`src/rtl/rs232_tx_arb.sv`:
```
// rs232_tx_arb
//   Shares one RS-232 serializer between four upstream byte FIFOs.
//   Channels are granted round-robin. Each grant sends one burst of at most
//   P_BURST_MAX data bytes, then the search restarts at the channel after
//   the one just served.
//
//   Optional feature macro: RS232_ARB_HDR_EN
//     defined   - each burst is preceded by a header byte {4'hA, 2'b00, gnt}
//     undefined - bursts carry data bytes only (default build)
//
// Ports
//   clk        system clock
//   rst_n      asynchronous active-low reset
//   up_data    four upstream read-data buses, channel i on [8i+7:8i],
//              valid the cycle after the matching up_rd_en bit
//   up_empty   upstream empty flags, one per channel
//   up_rd_en   upstream read strobes, one-cycle pulses
//   out_data   byte offered to the serializer
//   out_empty  low while out_data holds a byte the serializer has not taken
//   out_rd_en  serializer read strobe
//   ser_done   serializer pulse at the end of the stop bit
//   gnt        currently granted channel
//   busy       high whenever the arbiter is not idle

module rs232_tx_arb #(
  parameter int unsigned P_BURST_MAX = 16
) (
  input  logic        clk,
  input  logic        rst_n,
  input  logic [31:0] up_data,
  input  logic [3:0]  up_empty,
  output logic [3:0]  up_rd_en,
  output logic [7:0]  out_data,
  output logic        out_empty,
  input  logic        out_rd_en,
  input  logic        ser_done,
  output logic [1:0]  gnt,
  output logic        busy
);

  localparam logic [7:0] BURST_MAX_C = 8'(P_BURST_MAX);

  typedef enum logic [2:0] {
    S_IDLE = 3'd0,
`ifdef RS232_ARB_HDR_EN
    S_HDR  = 3'd1,
`endif
    S_RD   = 3'd2,
    S_CAP  = 3'd3,
    S_WAIT = 3'd4
  } state_t;

  state_t      state_r,     state_s;
  logic [1:0]  gnt_r,       gnt_s;
  logic [1:0]  rr_ptr_r,    rr_ptr_s;
  logic [7:0]  burst_cnt_r, burst_cnt_s;
  logic [7:0]  out_data_r,  out_data_s;
  logic        out_vld_r,   out_vld_s;
  logic        in_flight_r, in_flight_s;
  logic [3:0]  up_rd_en_r,  up_rd_en_s;

  logic        pick_vld_s;
  logic [1:0]  pick_s;
  logic [1:0]  cand_s;
  logic        out_empty_s;

  function automatic logic [3:0] ch_onehot(input logic [1:0] ch);
    ch_onehot = 4'b0001 << ch;
  endfunction

  // The byte is "offered" only while loaded and not yet taken.
  assign out_empty_s = ~(out_vld_r & ~in_flight_r);

  assign up_rd_en  = up_rd_en_r;
  assign out_data  = out_data_r;
  assign out_empty = out_empty_s;
  assign gnt       = gnt_r;
  assign busy      = (state_r != S_IDLE);

  // Round-robin search: first non-empty channel starting at rr_ptr.
  // Scanning from the farthest offset down lets the nearest hit win.
  always_comb begin
    pick_vld_s = 1'b0;
    pick_s     = rr_ptr_r;
    cand_s     = rr_ptr_r;
    for (int k = 3; k >= 0; k--) begin
      cand_s = rr_ptr_r + 2'(k);
      if (!up_empty[cand_s]) begin
        pick_vld_s = 1'b1;
        pick_s     = cand_s;
      end else begin
        pick_vld_s = pick_vld_s;
      end
    end
  end

  // Next-state and datapath decode for the burst FSM.
  // The read strobe is registered on the transition into S_RD, so it is
  // only raised after up_empty of the target channel was seen low; an
  // upstream FIFO can only become empty through our own reads.
  always_comb begin
    state_s     = state_r;
    gnt_s       = gnt_r;
    rr_ptr_s    = rr_ptr_r;
    burst_cnt_s = burst_cnt_r;
    out_data_s  = out_data_r;
    out_vld_s   = out_vld_r;
    in_flight_s = in_flight_r;
    up_rd_en_s  = 4'b0000;

    // Serializer takes the offered byte; strobes while nothing is offered
    // are ignored.
    if (out_rd_en && !out_empty_s) begin
      in_flight_s = 1'b1;
    end else begin
      in_flight_s = in_flight_r;
    end

    case (state_r)
      S_IDLE: begin
        if (pick_vld_s) begin
          gnt_s       = pick_s;
          burst_cnt_s = 8'd0;
`ifdef RS232_ARB_HDR_EN
          state_s     = S_HDR;
`else
          state_s     = S_RD;
          up_rd_en_s  = ch_onehot(pick_s);
`endif
        end else begin
          state_s = S_IDLE;
        end
      end
`ifdef RS232_ARB_HDR_EN
      S_HDR: begin
        out_data_s = {4'hA, 2'b00, gnt_r};
        out_vld_s  = 1'b1;
        state_s    = S_WAIT;
      end
`endif
      S_RD: begin
        // Saturate rather than wrap; P_BURST_MAX never exceeds 255.
        if (burst_cnt_r != 8'hFF) begin
          burst_cnt_s = burst_cnt_r + 8'd1;
        end else begin
          burst_cnt_s = burst_cnt_r;
        end
        state_s = S_CAP;
      end
      S_CAP: begin
        out_data_s = up_data[{gnt_r, 3'b000} +: 8];
        out_vld_s  = 1'b1;
        state_s    = S_WAIT;
      end
      S_WAIT: begin
        // Only the end of a byte we actually handed over counts.
        if (ser_done && in_flight_r) begin
          out_vld_s   = 1'b0;
          in_flight_s = 1'b0;
          if ((burst_cnt_r < BURST_MAX_C) && !up_empty[gnt_r]) begin
            state_s    = S_RD;
            up_rd_en_s = ch_onehot(gnt_r);
          end else begin
            state_s  = S_IDLE;
            rr_ptr_s = gnt_r + 2'd1;
          end
        end else begin
          state_s = S_WAIT;
        end
      end
      default: begin
        state_s     = S_IDLE;
        out_vld_s   = 1'b0;
        in_flight_s = 1'b0;
      end
    endcase
  end

  // State and datapath registers; reset drops any byte in progress.
  always_ff @(posedge clk or negedge rst_n) begin
    if (!rst_n) begin
      state_r     <= S_IDLE;
      gnt_r       <= 2'd0;
      rr_ptr_r    <= 2'd0;
      burst_cnt_r <= 8'd0;
      out_data_r  <= 8'h00;
      out_vld_r   <= 1'b0;
      in_flight_r <= 1'b0;
      up_rd_en_r  <= 4'b0000;
    end else begin
      state_r     <= state_s;
      gnt_r       <= gnt_s;
      rr_ptr_r    <= rr_ptr_s;
      burst_cnt_r <= burst_cnt_s;
      out_data_r  <= out_data_s;
      out_vld_r   <= out_vld_s;
      in_flight_r <= in_flight_s;
      up_rd_en_r  <= up_rd_en_s;
    end
  end

endmodule

```
`config.mk`:
```
export PLATFORM = sky130hd
export DESIGN_NAME = rs232_tx_arb
export DESIGN_NICKNAME = d
export VERILOG_FILES = /design/src/rtl/rs232_tx_arb.sv
export SDC_FILE = /design/constraint.sdc
export NUM_CORES = 1
export LEC_CHECK = 0
export ABC_AREA = 1
export CAP_MARGIN = 20
export CORE_MARGIN = 2
export CORE_UTILIZATION = 30
export CTS_CLUSTER_DIAMETER = 200
export DETAILED_ROUTE_END_ITERATION = 10
export PLACE_DENSITY = 0.58
export SETUP_SLACK_MARGIN = 0.02
export SYNTH_ARGS = -nofsm -noshare
export SYNTH_HDL_FRONTEND = slang
export SYNTH_SLANG_ARGS = --single-unit
```
`constraint.sdc`:
```
create_clock -name clk -period 3.87 [get_ports clk]
set_clock_uncertainty 0.15 [all_clocks]
set_input_delay 0.5805 -clock clk [delete_from_list [all_inputs] [get_ports clk]]
set_output_delay 0.5805 -clock clk [all_outputs]
set_load 0.02 [all_outputs]
```
Yosys cells after proc, flatten, opt, wreduce, memory -nomap -nowiden
Cells that the tools add are included.
{ "totals": {"inputBits": 40, "output_inout_bits": 16, "word_cells": 81, "regBits": 29} }
{ "classes": {"eq_ne": 7, "shift": 3, "mux": 34, "n_bitwise": 5, "reduce_logical": 13, "magnitude_cmp": 6, "add_sub_neg": 5} }
{ "ops": {"columns": ["op", "count"], "rows": [
  ["indexed part select 32 x 6 -> 8 bit", 1],
  ["2-to-1 mux 8 bit", 2],
  ["one-hot mux 8 bit (2 select lines)", 1],
  ["< comparator 2 x 3 -> 1 bit, second input constant", 5],
  ["2-to-1 mux 1 bit", 12],
  ["2-to-1 mux 2 bit", 6],
  ["2-to-1 mux 4 bit", 3],
  ["one-hot mux 3 bit (4 select lines)", 1],
  ["binary-select mux 1 bit (select 2 bit)", 5],
  ["adder 8 x 1 -> 8 bit, second input constant", 1],
  ["< comparator 8 x 5 -> 1 bit, second input constant", 1],
  ["inequality test 8 bit, second input constant", 1],
  ["one-hot mux 4 bit (2 select lines)", 1],
  ["left shift 1 x 2 -> 4 bit, first input constant", 2],
  ["equality test 3 x 2 -> 1 bit, second input constant", 2],
  ["inequality test 2 bit, second input constant", 3],
  ["AND reduction 3 bit", 2],
  ["adder 2 x 1 -> 2 bit, second input constant", 2],
  ["adder 2 bit, second input constant", 2],
  ["inverter 1 bit", 4],
  ["AND reduction 2 bit", 2],
  ["equality test 3 bit, second input constant", 1],
  ["logical AND 1 bit", 3],
  ["logical NOT 3 bit", 1],
  ["other kinds (9)", 9]
]} }

Logic depth before layout (Yosys ltp)
Gate-level depths: netlist of run 1.
{ "logic_depth": {"depth_word": 10, "mapped_depth": 13, "mapped_depth_nobuf": 12} }

Worst setup path before layout of run 1
No wires, ideal clock.
{ "synth_path": {"path_kind": "flip-flop to flip-flop", "start": "reg gnt_r[0], in the netlist gnt[0]", "end": "reg rr_ptr_r[1]", "n_path_buf": 2, "t_required_ps": 3597, "synth_period_minus_slack_ps": 1709, "t_arrival_ps": 1436, "path_stages_with_launch": 7, "slack_ps": 2161, "setup_time_ps": 123, "cell_sequence": "dfrtp_1 > buf_2 > inv_1 > buf_2 > ha_1 > nor2_1 > a21oi_1"} }
{ "synth_between": {"elab_chain_cells": 6, "word_cells_on_any_way": 7, "cone_classes": "1 x add/sub; 2 x mux; 1 x bitwise; 3 x reduce/logical"} }
{ "synth_rtl": {"columns": ["item", "line", "source"], "rows": [
  ["start: declaration", "54", "logic [1:0] gnt_r, gnt_s;"],
  ["start signal: assignment", "192", "gnt_r <= gnt_s;"],
  ["binary-select mux 1 bit (select 2 bit)", "160", "if ((burst_cnt_r < BURST_MAX_C) && !up_empty[gnt_r]) begin"],
  ["2-to-1 mux 1 bit (not written as such)", "160", null],
  ["logical NOT 1 bit", "160", null],
  ["logical AND 1 bit", "160", null],
  ["inverter 1 bit (no line)", null, null],
  ["AND reduction 3 bit (no line)", null, null],
  ["end signal: assignment", "193", "rr_ptr_r <= rr_ptr_s;"],
  ["end: declaration", "55", "logic [1:0] rr_ptr_r, rr_ptr_s;"]
]} }
Parallel ways exist; a longest one is shown, timed or not. The select of a mux whose other input is x is not followed.
A chain may end at the register's enable or synchronous reset.

Worst setup path in the final report of run 1
{ "layout_path": {"start": "reg gnt_r[0], in the netlist gnt[0]", "end": "out gnt[0]"} }
{ "layout_rtl": {"columns": ["item", "line", "source"], "rows": [
  ["end: declaration", "37", "output logic [1:0] gnt,"]
]} }
No word-level cell between the ends.

==> impl_metrics.xml, run 1 <==
<?xml version="1.0" encoding="UTF-8"?>
<metrics>
  <group name="timing">
    <metric name="headroom_to_the_max_slew_limit" unit="">0.5169</metric>
    <metric name="fin_setup_tns" unit="ns">0</metric>
    <metric name="rsz0062_at_grt" unit="">false</metric>
    <metric name="fmax" unit="GHz">0.3923</metric>
    <metric name="worst-slew-pin-transition" unit="ns">0.7247</metric>
    <metric name="timing_max_transition_violations_final" unit="">0</metric>
    <metric name="setup_viol" unit="">0</metric>
    <metric name="timing.final.hold_violations" unit="">0</metric>
    <metric name="final_period_minus_worst_setup_slack" unit="ns">2.549</metric>
    <metric name="min_period_over_period" unit="">0.6586</metric>
  </group>
  <group name="floorplan">
    <metric name="initial_core_util" unit="">0.3154</metric>
    <metric name="total_die_area" unit="um2">6949</metric>
    <metric name="num_io_pins" unit="">56</metric>
    <metric name="fp.dieH" unit="um">83.36</metric>
    <metric name="std_cell_rows" unit="">28</metric>
    <metric name="coreArea" unit="um2">5991</metric>
    <metric name="floorplan.die.width" unit="um">83.36</metric>
  </group>
  <group name="global_route">
    <metric name="largest_net_degree_at_the_start_of_global_routing" unit="">30</metric>
    <metric name="grt_usage" unit="">0.1376</metric>
    <metric name="grt_antenna_before_repair" unit="">0</metric>
    <metric name="first_pass_grt_wire_length" unit="mm">7.776</metric>
    <metric name="first_global_vias" unit="">1730</metric>
    <metric name="globalRoute.totalOverflow" unit="">0</metric>
  </group>
  <group name="clocking">
    <metric name="tritoncts" unit="">done</metric>
    <metric name="clk_transition_reported_paths" unit="ns">0.06</metric>
    <metric name="cts-htree-levels" unit="">2</metric>
    <metric name="hold_buffers" unit="">0</metric>
    <metric name="cts_resized" unit="">0</metric>
    <metric name="clkSinkCount" unit="">29</metric>
    <metric name="cts_inserted_buffers" unit="">5</metric>
    <metric name="clk_latency" unit="ns">0.28</metric>
    <metric name="clk_root_buffer_cell" unit="">sky130_fd_sc_hd__clkbuf_8</metric>
    <metric name="max-clock-path-buffers" unit="">2</metric>
    <metric name="cts.repair_timing.setup_buffer_count" unit="">0</metric>
  </group>
  <group name="setup_path">
    <metric name="slowest_delay" unit="ns">0.81</metric>
    <metric name="worst_path_max_delay_cell" unit="">sky130_fd_sc_hd__dfrtp_1</metric>
    <metric name="critical_path.top_delay_family" unit="">flip-flops</metric>
    <metric name="worst-path-buf-inv" unit="">1</metric>
    <metric name="critPathRequiredTime" unit="ns">3.14</metric>
    <metric name="startpoint_type" unit="">flip-flop</metric>
    <metric name="cp_max_fo" unit="">25</metric>
    <metric name="cp.arrival" unit="ns">1.82</metric>
    <metric name="crit_path_cell_trace" unit="">clkdlybuf4s50_1</metric>
    <metric name="type_of_element_capturing_the_critical_path" unit="">output pin</metric>
    <metric name="crit_type" unit="">reg -&gt; out</metric>
  </group>
  <group name="power">
    <metric name="pwr_density_cell" unit="nW/um2">682.3</metric>
    <metric name="vdd.ir_drop.worst" unit="mV">0.2737</metric>
    <metric name="post-layout-total-power" unit="mW">1.771</metric>
    <metric name="leakagePower" unit="nW">1.208</metric>
  </group>
  <group name="route">
    <metric name="drt.antenna.violating_nets" unit="">0</metric>
    <metric name="detailedRoute.firstIterationViolations" unit="">102</metric>
    <metric name="dr.pass1.iters" unit="">4</metric>
    <metric name="postRouteWirelength" unit="mm">4.633</metric>
    <metric name="route.vias.total" unit="">1817</metric>
    <metric name="vias_per_cell" unit="">4.520</metric>
    <metric name="routed_wire_length_per_instance" unit="um">11.52</metric>
    <metric name="drc" unit="">0</metric>
  </group>
  <group name="finish">
    <metric name="area_growth" unit="%">37.42</metric>
    <metric name="num_antenna_cells" unit="">0</metric>
    <metric name="final_core_util" unit="">0.4334</metric>
    <metric name="final_nets" unit="">372</metric>
    <metric name="fraction_of_layout_instances_using_a_drive_strength_above_1" unit="">0.07645</metric>
  </group>
  <group name="place">
    <metric name="post-dp-hpwl" unit="mm">3.584</metric>
    <metric name="port_buffers" unit="">55</metric>
    <metric name="gp_congestion" unit="">0.8256</metric>
  </group>
  <group name="run">
    <metric name="cap_viol_max_count" unit="">0</metric>
  </group>
  <group name="status">
    <metric name="status" unit="">finished, final reports clean</metric>
  </group>
  <group name="synthesis">
    <metric name="synth.distinct_cells" unit="">28</metric>
    <metric name="share_of_the_yosys_chip_area_belonging_to_registers" unit="">0.3841</metric>
    <metric name="synth_warnings" unit="">0</metric>
    <metric name="netlist_instances" unit="">270</metric>
    <metric name="mean_area_per_synthesized_cell" unit="um2">6.997</metric>
    <metric name="synthesis.nets" unit="">315</metric>
    <metric name="mappedNetlistArea" unit="um2">1889</metric>
    <metric name="ys_ff_latch" unit="">29</metric>
  </group>
  <group name="worst_hold_path">
    <metric name="worst_min_path_class" unit="">reg -&gt; reg</metric>
  </group>
</metrics>
## report_power, final
group / internal, mW / switching (mW)
clock network: 0.141 / 0.108
registers: 0.411 / 0.121
logic: 0.404 / 0.587
## cell type report
cell class | instances | area (um2)
Inverter | 31 | 121.4
Fill cell | 610 | 3395
Tap cell | 75 | 93.84
Clock buffer | 7 | 86.33
Timing Repair Buffer | 57 | 569.3
Sequential cell | 29 | 725.7
Multi-Input combinational cell | 203 | 999.7
## state kept, by name, summed over array words and instances, names as in the netlist
signal	flops
burst_cnt_r	8
out_data	8
up_rd_en	4
state_r	3
gnt	2
rr_ptr_r	2
in_flight_r	1
out_vld_r	1
## cells in the mapped netlist
master | number | share of area
sky130_fd_sc_hd__inv_6 | 1 | 0.0046
sky130_fd_sc_hd__ha_1 | 5 | 0.033
sky130_fd_sc_hd__nor3_2 | 1 | 0.0053
sky130_fd_sc_hd__o21ai_1 | 7 | 0.019
sky130_fd_sc_hd__o21ai_0 | 22 | 0.058
sky130_fd_sc_hd__dfrtp_1 | 29 | 0.38
sky130_fd_sc_hd__nand2_2 | 6 | 0.020
sky130_fd_sc_hd__buf_4 | 1 | 0.0040
sky130_fd_sc_hd__nand3_2 | 1 | 0.0053
sky130_fd_sc_hd__or2_2 | 2 | 0.0066
sky130_fd_sc_hd__nor2_2 | 1 | 0.0033
sky130_fd_sc_hd__inv_1 | 28 | 0.056
sky130_fd_sc_hd__xor2_1 | 4 | 0.019
sky130_fd_sc_hd__o22ai_1 | 2 | 0.0066
sky130_fd_sc_hd__o21bai_4 | 1 | 0.0099
sky130_fd_sc_hd__nor2_1 | 53 | 0.11
sky130_fd_sc_hd__a31oi_1 | 10 | 0.033
sky130_fd_sc_hd__inv_2 | 2 | 0.0040
sky130_fd_sc_hd__nand4_1 | 4 | 0.013
sky130_fd_sc_hd__nand3_4 | 1 | 0.0093
sky130_fd_sc_hd__buf_6 | 1 | 0.0060
sky130_fd_sc_hd__a21oi_1 | 4 | 0.011
sky130_fd_sc_hd__nand3_1 | 14 | 0.037
sky130_fd_sc_hd__clkbuf_1 | 1 | 0.0020
sky130_fd_sc_hd__buf_2 | 4 | 0.011
sky130_fd_sc_hd__nand2_1 | 61 | 0.12
sky130_fd_sc_hd__nor3_1 | 3 | 0.0079
sky130_fd_sc_hd__nand2_4 | 1 | 0.0060
## cells by family after synthesis
logic type	count (synthesis)	synth area share
buf+inv	38	0.08676
flops	29	0.3841
compound gates	46	0.1371
xor+xnor	4	0.01854
fa+ha+maj	5	0.03311
simple gates	148	0.3404
## placed cells by master, fill, tap and decap left out, types with 2 or more instances in the layout
cell type / synthesis / layout
sky130_fd_sc_hd__nand2_1: 61 / 61
sky130_fd_sc_hd__clkdlybuf4s50_1: 0 / 55
sky130_fd_sc_hd__nor2_1: 53 / 53
sky130_fd_sc_hd__dfrtp_1: 29 / 29
sky130_fd_sc_hd__inv_1: 28 / 28
sky130_fd_sc_hd__o21ai_0: 22 / 22
sky130_fd_sc_hd__nand3_1: 14 / 14
sky130_fd_sc_hd__a31oi_1: 10 / 10
sky130_fd_sc_hd__o21ai_1: 7 / 7
sky130_fd_sc_hd__nand2_2: 6 / 6
sky130_fd_sc_hd__clkbuf_8: 0 / 6
sky130_fd_sc_hd__ha_1: 5 / 5
sky130_fd_sc_hd__a21oi_1: 4 / 4
sky130_fd_sc_hd__nand4_1: 4 / 4
sky130_fd_sc_hd__xor2_1: 4 / 4
sky130_fd_sc_hd__nor3_1: 3 / 3
sky130_fd_sc_hd__or2_2: 2 / 2
sky130_fd_sc_hd__o22ai_1: 2 / 2
sky130_fd_sc_hd__inv_2: 2 / 2
## routing by layer
metal	track usage	routed length [um]
met4	0.04024	58
met1	0.1799	2318
met2	0.2133	1900
met5	0	0
met3	0.04970	355
## path summary, 6_finish.rpt
path / endpoint / cells past startpoint / slack, ns / from
setup / recovery: gnt[0] / 1 / 1.32 / gnt[0]$_DFFE_PN0P_
hold / removal: burst_cnt_r[0]$_DFFE_PN0P_ / 1 / 0.38 / burst_cnt_r[0]$_DFFE_PN0P_
setup reg to reg: rr_ptr_r[1]$_DFFE_PN0P_ / 4 / 1.76 / gnt[0]$_DFFE_PN0P_
hold reg to reg: burst_cnt_r[0]$_DFFE_PN0P_ / 1 / 0.38 / burst_cnt_r[0]$_DFFE_PN0P_
max in group asynchronous: out_data[5]$_DFFE_PN0P_ / 2 / 2.74 / rst_n
min in group asynchronous: burst_cnt_r[1]$_DFFE_PN0P_ / 2 / 0.54 / rst_n
## metrics by stage
stage | hold slack (ns) | setup WS [ns] | cells | instance area (um2)
finish | 0.3833 | 1.321 | 402 | 2596
global route | 0.4254 | 1.206 | 402 | 2596
CTS | 0.3829 | 1.267 | 401 | 2585
detailed placement | 0.3672 | 1.549 | 394 | 2499
global placement | 0.3675 | 1.574 | 394 | 2499
floorplan | 0.1349 | 2.161 | 270 | 1889
(Power assumes the default switching activity.)
==> inputs of run 2 (changes only) <==
==> constraint.sdc (replaced) <==
create_clock -name clk -period 2.64 [get_ports clk]
set_clock_uncertainty 0.15 [all_clocks]
set_input_delay 0.396 -clock clk [delete_from_list [all_inputs] [get_ports clk]]
set_output_delay 0.396 -clock clk [all_outputs]
set_load 0.02 [all_outputs]
==> impl_metrics.xml, run 2 (synthesis gave the netlist of run 1 again) <==
<?xml version="1.0" encoding="UTF-8"?>
<metrics>
  <group name="finish">
    <metric name="layout.cells.most_common" unit="">sky130_fd_sc_hd__nand2_1</metric>
    <metric name="final_nets" unit="">374</metric>
    <metric name="final_core_util" unit="">0.4409</metric>
    <metric name="layout.cells.most_common_list" unit="">61 x sky130_fd_sc_hd__nand2_1, 55 x sky130_fd_sc_hd__clkdlybuf4s50_1, 53 x sky130_fd_sc_hd__nor2_1</metric>
    <metric name="num_antenna_cells" unit="">0</metric>
    <metric name="post-route-cell-area" unit="um2">2641</metric>
    <metric name="fraction_of_layout_instances_using_a_drive_strength_above_1" unit="">0.08788</metric>
    <metric name="area_growth" unit="%">39.80</metric>
  </group>
  <group name="power">
    <metric name="swShare" unit="">0.4444</metric>
    <metric name="power.share.combinational" unit="">0.559</metric>
    <metric name="power.share.clock" unit="">0.173</metric>
    <metric name="leakagePower" unit="nW">1.231</metric>
    <metric name="vdd.ir_drop.worst" unit="mV">0.4608</metric>
    <metric name="seq_power_share" unit="">0.268</metric>
    <metric name="total_switching_power" unit="mW">1.213</metric>
    <metric name="pwr_density_cell" unit="nW/um2">1033</metric>
    <metric name="cellInternalPower" unit="mW">1.516</metric>
  </group>
  <group name="floorplan">
    <metric name="total_die_area" unit="um2">6949</metric>
    <metric name="coreArea" unit="um2">5991</metric>
    <metric name="floorplan.die.width" unit="um">83.36</metric>
    <metric name="num_io_pins" unit="">56</metric>
    <metric name="fp.dieH" unit="um">83.36</metric>
    <metric name="initial_core_util" unit="">0.3154</metric>
    <metric name="std_cell_rows" unit="">28</metric>
  </group>
  <group name="clocking">
    <metric name="tritoncts" unit="">done</metric>
    <metric name="cts_resized" unit="">0</metric>
    <metric name="cts-htree-levels" unit="">2</metric>
    <metric name="max-clock-path-buffers" unit="">2</metric>
    <metric name="clk_root_buffer_cell" unit="">sky130_fd_sc_hd__clkbuf_8</metric>
    <metric name="clk_latency" unit="ns">0.28</metric>
    <metric name="clk_transition_reported_paths" unit="ns">0.06</metric>
    <metric name="hold_buffers" unit="">0</metric>
    <metric name="cts_inserted_buffers" unit="">5</metric>
    <metric name="clkSinkCount" unit="">29</metric>
    <metric name="cts.repair_timing.setup_buffer_count" unit="">0</metric>
  </group>
  <group name="place">
    <metric name="port_buffers" unit="">55</metric>
    <metric name="gp_congestion" unit="">0.8166</metric>
    <metric name="post-dp-hpwl" unit="mm">3.560</metric>
    <metric name="place_area" unit="um2">2521</metric>
  </group>
  <group name="status">
    <metric name="status" unit="">finished, final reports clean</metric>
  </group>
  <group name="timing">
    <metric name="timing.final.hold_violations" unit="">0</metric>
    <metric name="setup_viol" unit="">0</metric>
    <metric name="min_period_over_period" unit="">0.7759</metric>
    <metric name="final_period_minus_worst_setup_slack" unit="ns">2.048</metric>
    <metric name="worst-slew-pin-transition" unit="ns">0.4743</metric>
    <metric name="timing_max_transition_violations_final" unit="">0</metric>
    <metric name="rsz0062_at_grt" unit="">false</metric>
    <metric name="fin_setup_tns" unit="ns">0</metric>
    <metric name="headroom_to_the_max_slew_limit" unit="">0.6814</metric>
    <metric name="fmax" unit="GHz">0.4882</metric>
  </group>
  <group name="setup_path">
    <metric name="startpoint_type" unit="">flip-flop</metric>
    <metric name="type_of_element_capturing_the_critical_path" unit="">output pin</metric>
    <metric name="crit_type" unit="">reg -&gt; out</metric>
    <metric name="cp_max_fo" unit="">4</metric>
    <metric name="cp.arrival" unit="ns">1.50</metric>
    <metric name="critPathRequiredTime" unit="ns">2.09</metric>
  </group>
  <group name="route">
    <metric name="dr.pass1.iters" unit="">4</metric>
    <metric name="detailedRoute.firstIterationViolations" unit="">125</metric>
    <metric name="route.vias.total" unit="">1802</metric>
    <metric name="drc" unit="">0</metric>
    <metric name="routed_wire_length_per_instance" unit="um">11.12</metric>
    <metric name="postRouteWirelength" unit="mm">4.503</metric>
    <metric name="drt.antenna.violating_nets" unit="">0</metric>
    <metric name="vias_per_cell" unit="">4.449</metric>
  </group>
  <group name="global_route">
    <metric name="grt_usage" unit="">0.1360</metric>
    <metric name="first_pass_grt_wire_length" unit="mm">7.659</metric>
    <metric name="grt_antenna_before_repair" unit="">0</metric>
    <metric name="globalRoute.totalOverflow" unit="">0</metric>
    <metric name="largest_net_degree_at_the_start_of_global_routing" unit="">30</metric>
    <metric name="first_global_vias" unit="">1678</metric>
  </group>
  <group name="worst_hold_path">
    <metric name="worst_min_path_class" unit="">in -&gt; async</metric>
  </group>
  <group name="run">
    <metric name="cap_viol_max_count" unit="">0</metric>
  </group>
</metrics>
-- run 2: cell count changes in the layout (fill, tap and decap cells not counted) --
cell	before	now
sky130_fd_sc_hd__clkinvlp_4	0	1
sky130_fd_sc_hd__bufinv_16	0	1
sky130_fd_sc_hd__buf_4	1	4
sky130_fd_sc_hd__buf_6	1	0
sky130_fd_sc_hd__clkbuf_1	1	0
-- run 2: area by class of cell --
class / count / area, um2
clock buffer: 6 / 82.58
fill: 609 / 3349
tap: 75 / 93.84
clock inverter: 2 / 37.54
multi-input combinational: 203 / 999.7
sequential: 29 / 725.7
inverter: 31 / 121.4
timing repair buffer: 59 / 580.6
-- run 2: per-stage QoR --
step | total power [mW] | hold slack (ns) | instances | setup WS, ns
after floorplan | 1.765 | -0.04959 | 270 | 0.9311
after global placement | 2.272 | 0.3698 | 397 | 0.6031
after detailed placement | 2.277 | 0.3756 | 397 | 0.5607
after CTS | 2.763 | 0.3675 | 405 | 0.5809
after global routing | 2.988 | 0.4032 | 405 | 0.5058
final | 2.729 | 0.3510 | 405 | 0.5917
-- run 2: metal layers --
layer | vias up | global-route usage | wire length, um
li1 | 987 | - | -
met1 | 757 | 0.1739 | 2224
met2 | 54 | 0.2075 | 1894
met3 | 4 | 0.05368 | 331
met4 | 0 | 0.04918 | 52
met5 | - | 0 | 0
-- run 2: power by group through the flow --
stage	sequential (mW)	clock (mW)	combinational, mW
6_report	0.730	0.472	1.53
5_1_grt	0.754	0.511	1.72
4_1_cts	0.731	0.487	1.54
3_5_place_dp	0.734	0	1.54
3_3_place_gp	0.738	0	1.53
2_1_floorplan	0.819	0	0.946
-- run 2: worst max-delay path, stage by stage, from the launching register on --
cell and delay [ns]:
sky130_fd_sc_hd__dfrtp_1 0.41, sky130_fd_sc_hd__inv_1 0.07, sky130_fd_sc_hd__nand2_1 0.13, sky130_fd_sc_hd__clkdlybuf4s50_1 0.62
-- run 2: final timing paths --
path,from,endpoint,slack (ns),depth (start not counted)
min reg2reg,burst_cnt_r[1]$_DFFE_PN0P_,burst_cnt_r[1]$_DFFE_PN0P_,0.39,2
min in group clk,burst_cnt_r[1]$_DFFE_PN0P_,burst_cnt_r[1]$_DFFE_PN0P_,0.39,2
min,rst_n,out_data[1]$_DFFE_PN0P_,0.35,2
max reg2reg,gnt[0]$_DFFE_PN0P_,rr_ptr_r[1]$_DFFE_PN0P_,0.84,5
max,state_r[2]$_DFF_PN0_,busy,0.59,3
max in group asynchronous,rst_n,state_r[1]$_DFF_PN0_,1.72,2
==> inputs of run 3 (changes only) <==
==> constraint.sdc (replaced) <==
create_clock -name clk -period 2.1 [get_ports clk]
set_clock_uncertainty 0.15 [all_clocks]
set_input_delay 0.315 -clock clk [delete_from_list [all_inputs] [get_ports clk]]
set_output_delay 0.315 -clock clk [all_outputs]
set_load 0.02 [all_outputs]
==> impl_metrics.xml, run 3 (synthesis gave the netlist of run 1 again) <==
<?xml version="1.0" encoding="UTF-8"?>
<metrics>
  <group name="global_route">
    <metric name="first_global_vias" unit="">1758</metric>
    <metric name="first_pass_grt_wire_length" unit="mm">7.976</metric>
    <metric name="grt_usage" unit="">0.1421</metric>
    <metric name="globalRoute.totalOverflow" unit="">0</metric>
    <metric name="largest_net_degree_at_the_start_of_global_routing" unit="">30</metric>
    <metric name="grt_antenna_before_repair" unit="">0</metric>
  </group>
  <group name="floorplan">
    <metric name="total_die_area" unit="um2">6949</metric>
    <metric name="std_cell_rows" unit="">28</metric>
    <metric name="floorplan.die.width" unit="um">83.36</metric>
    <metric name="initial_core_util" unit="">0.3154</metric>
    <metric name="num_io_pins" unit="">56</metric>
    <metric name="fp.dieH" unit="um">83.36</metric>
    <metric name="coreArea" unit="um2">5991</metric>
  </group>
  <group name="timing">
    <metric name="fin_setup_tns" unit="ns">0</metric>
    <metric name="worst_slack" unit="ns">0.09418</metric>
    <metric name="min_period_over_period" unit="">0.9552</metric>
    <metric name="final_period_minus_worst_setup_slack" unit="ns">2.006</metric>
    <metric name="timing_max_transition_violations_final" unit="">0</metric>
    <metric name="setup_viol" unit="">0</metric>
    <metric name="rsz0062_at_grt" unit="">false</metric>
    <metric name="worst-slew-pin-transition" unit="ns">0.4912</metric>
    <metric name="headroom_to_the_max_slew_limit" unit="">0.6700</metric>
    <metric name="fmax" unit="GHz">0.4986</metric>
    <metric name="timing.final.hold_violations" unit="">0</metric>
  </group>
  <group name="clocking">
    <metric name="hold_buffers" unit="">0</metric>
    <metric name="cts-htree-levels" unit="">2</metric>
    <metric name="tritoncts" unit="">done</metric>
    <metric name="cts_resized" unit="">0</metric>
    <metric name="clk_root_buffer_cell" unit="">sky130_fd_sc_hd__clkbuf_8</metric>
    <metric name="cts.repair_timing.setup_buffer_count" unit="">0</metric>
    <metric name="clk_transition_reported_paths" unit="ns">0.06</metric>
    <metric name="cts_inserted_buffers" unit="">5</metric>
    <metric name="clk_latency" unit="ns">0.28</metric>
    <metric name="clkSinkCount" unit="">29</metric>
    <metric name="max-clock-path-buffers" unit="">2</metric>
  </group>
  <group name="route">
    <metric name="drt.antenna.violating_nets" unit="">0</metric>
    <metric name="dr.pass1.iters" unit="">4</metric>
    <metric name="routed_wire_length_per_instance" unit="um">11.38</metric>
    <metric name="detailedRoute.firstIterationViolations" unit="">73</metric>
    <metric name="route.vias.total" unit="">1866</metric>
    <metric name="postRouteWirelength" unit="mm">4.620</metric>
    <metric name="drc" unit="">0</metric>
    <metric name="vias_per_cell" unit="">4.596</metric>
  </group>
  <group name="place">
    <metric name="pre_cts_ws" unit="ns">0.1125</metric>
    <metric name="gp_congestion" unit="">0.8637</metric>
    <metric name="place_area" unit="um2">2529</metric>
    <metric name="port_buffers" unit="">55</metric>
    <metric name="post-dp-hpwl" unit="mm">3.673</metric>
  </group>
  <group name="finish">
    <metric name="area_growth" unit="%">39.21</metric>
    <metric name="sequential_cell_area" unit="um2">725.7</metric>
    <metric name="layout.cells.most_common_list" unit="">61 x sky130_fd_sc_hd__nand2_1, 55 x sky130_fd_sc_hd__clkdlybuf4s50_1, 53 x sky130_fd_sc_hd__nor2_1</metric>
    <metric name="final_core_util" unit="">0.4390</metric>
    <metric name="fraction_of_layout_instances_using_a_drive_strength_above_1" unit="">0.09063</metric>
    <metric name="post-route-cell-area" unit="um2">2630</metric>
    <metric name="multi_input_area" unit="um2">999.7</metric>
    <metric name="layout.cells.most_common" unit="">sky130_fd_sc_hd__nand2_1</metric>
    <metric name="final_nets" unit="">375</metric>
    <metric name="fill_cells" unit="">601</metric>
    <metric name="num_antenna_cells" unit="">0</metric>
  </group>
  <group name="setup_path">
    <metric name="rr_startpoint" unit="">rr_ptr_r[0]$_DFFE_PN0P_</metric>
    <metric name="worst-r2r-setup-slack" unit="ns">0.26</metric>
    <metric name="rr_endpoint" unit="">gnt[0]$_DFFE_PN0P_</metric>
    <metric name="worst_setup_path_startpoint" unit="">state_r[2]$_DFF_PN0_</metric>
    <metric name="cp_max_fo" unit="">4</metric>
    <metric name="startpoint_type" unit="">flip-flop</metric>
    <metric name="crit_type" unit="">reg -&gt; out</metric>
    <metric name="type_of_element_capturing_the_critical_path" unit="">output pin</metric>
    <metric name="cp.arrival" unit="ns">1.54</metric>
    <metric name="worst_r2r_path_depth" unit="">9</metric>
    <metric name="worstSetupEndpoint" unit="">busy</metric>
    <metric name="critPathRequiredTime" unit="ns">1.63</metric>
  </group>
  <group name="status">
    <metric name="status" unit="">finished, final reports clean</metric>
  </group>
  <group name="run">
    <metric name="cap_viol_max_count" unit="">0</metric>
  </group>
  <group name="worst_hold_path">
    <metric name="worst_min_path_class" unit="">in -&gt; async</metric>
  </group>
  <group name="power">
    <metric name="vdd.ir_drop.worst" unit="mV">0.5908</metric>
    <metric name="leakagePower" unit="nW">1.232</metric>
    <metric name="pwr_density_cell" unit="nW/um2">1277</metric>
  </group>
</metrics>
-- run 3: changes by cell type in the layout (fill, tap and decap cells not counted) --
cell,change
sky130_fd_sc_hd__clkinv_2,+1
sky130_fd_sc_hd__clkinvlp_4,-1
sky130_fd_sc_hd__buf_4,+1
sky130_fd_sc_hd__bufinv_16,-1
sky130_fd_sc_hd__clkbuf_8,+1
-- run 3: metrics by stage --
stage / instances / hold slack, ns / power (mW)
floorplan: 270 / -0.1306 / 2.219
global placement: 398 / 0.3675 / 2.882
detailed placement: 398 / 0.3737 / 2.884
CTS: 406 / 0.2876 / 3.402
global route: 406 / 0.3336 / 3.672
finish: 406 / 0.2714 / 3.359
-- run 3: worst min-delay path by stage --
stage | from | endpoint | slack (ns)
floorplan | rst_n | burst_cnt_r[0]$_DFFE_PN0P_ | -0.13
global placement | burst_cnt_r[1]$_DFFE_PN0P_ | burst_cnt_r[1]$_DFFE_PN0P_ | 0.37
detailed placement | burst_cnt_r[1]$_DFFE_PN0P_ | burst_cnt_r[1]$_DFFE_PN0P_ | 0.37
CTS | rst_n | burst_cnt_r[1]$_DFFE_PN0P_ | 0.29
global route | rst_n | burst_cnt_r[1]$_DFFE_PN0P_ | 0.33
finish | rst_n | state_r[2]$_DFF_PN0_ | 0.27
-- run 3: area by class of cell --
class | instances | share of cell area
Clock buffer | 7 | 0.03663
Multi-Input combinational cell | 203 | 0.3801
Timing Repair Buffer | 60 | 0.2236
Tap cell | 75 | 0.03568
Sequential cell | 29 | 0.2759
Inverter | 31 | 0.04615
Clock inverter | 1 | 0.001903
-- run 3: power breakdown --
part / total, mW / leakage, nW / switching [mW] / internal, mW
Sequential: 0.935 / 0.363 / 0.177 / 0.759
Combinational: 1.92 / 0.815 / 1.15 / 0.776
Clock: 0.503 / 0.0542 / 0.207 / 0.296
-- run 3: worst max-delay path, stage by stage (launching register included) --
cell	delay, ns
sky130_fd_sc_hd__dfrtp_1	0.41
sky130_fd_sc_hd__inv_1	0.07
sky130_fd_sc_hd__nand2_1	0.15
sky130_fd_sc_hd__clkdlybuf4s50_1	0.63
-- run 3: layer usage --
| metal | GRT usage | part of all wire |
|---|---|---|
| met3 | 0.03579 | 0.073 |
| met1 | 0.1873 | 0.48 |
| met5 | 0 | 0 |
| met2 | 0.2192 | 0.43 |
| met4 | 0.06259 | 0.016 |
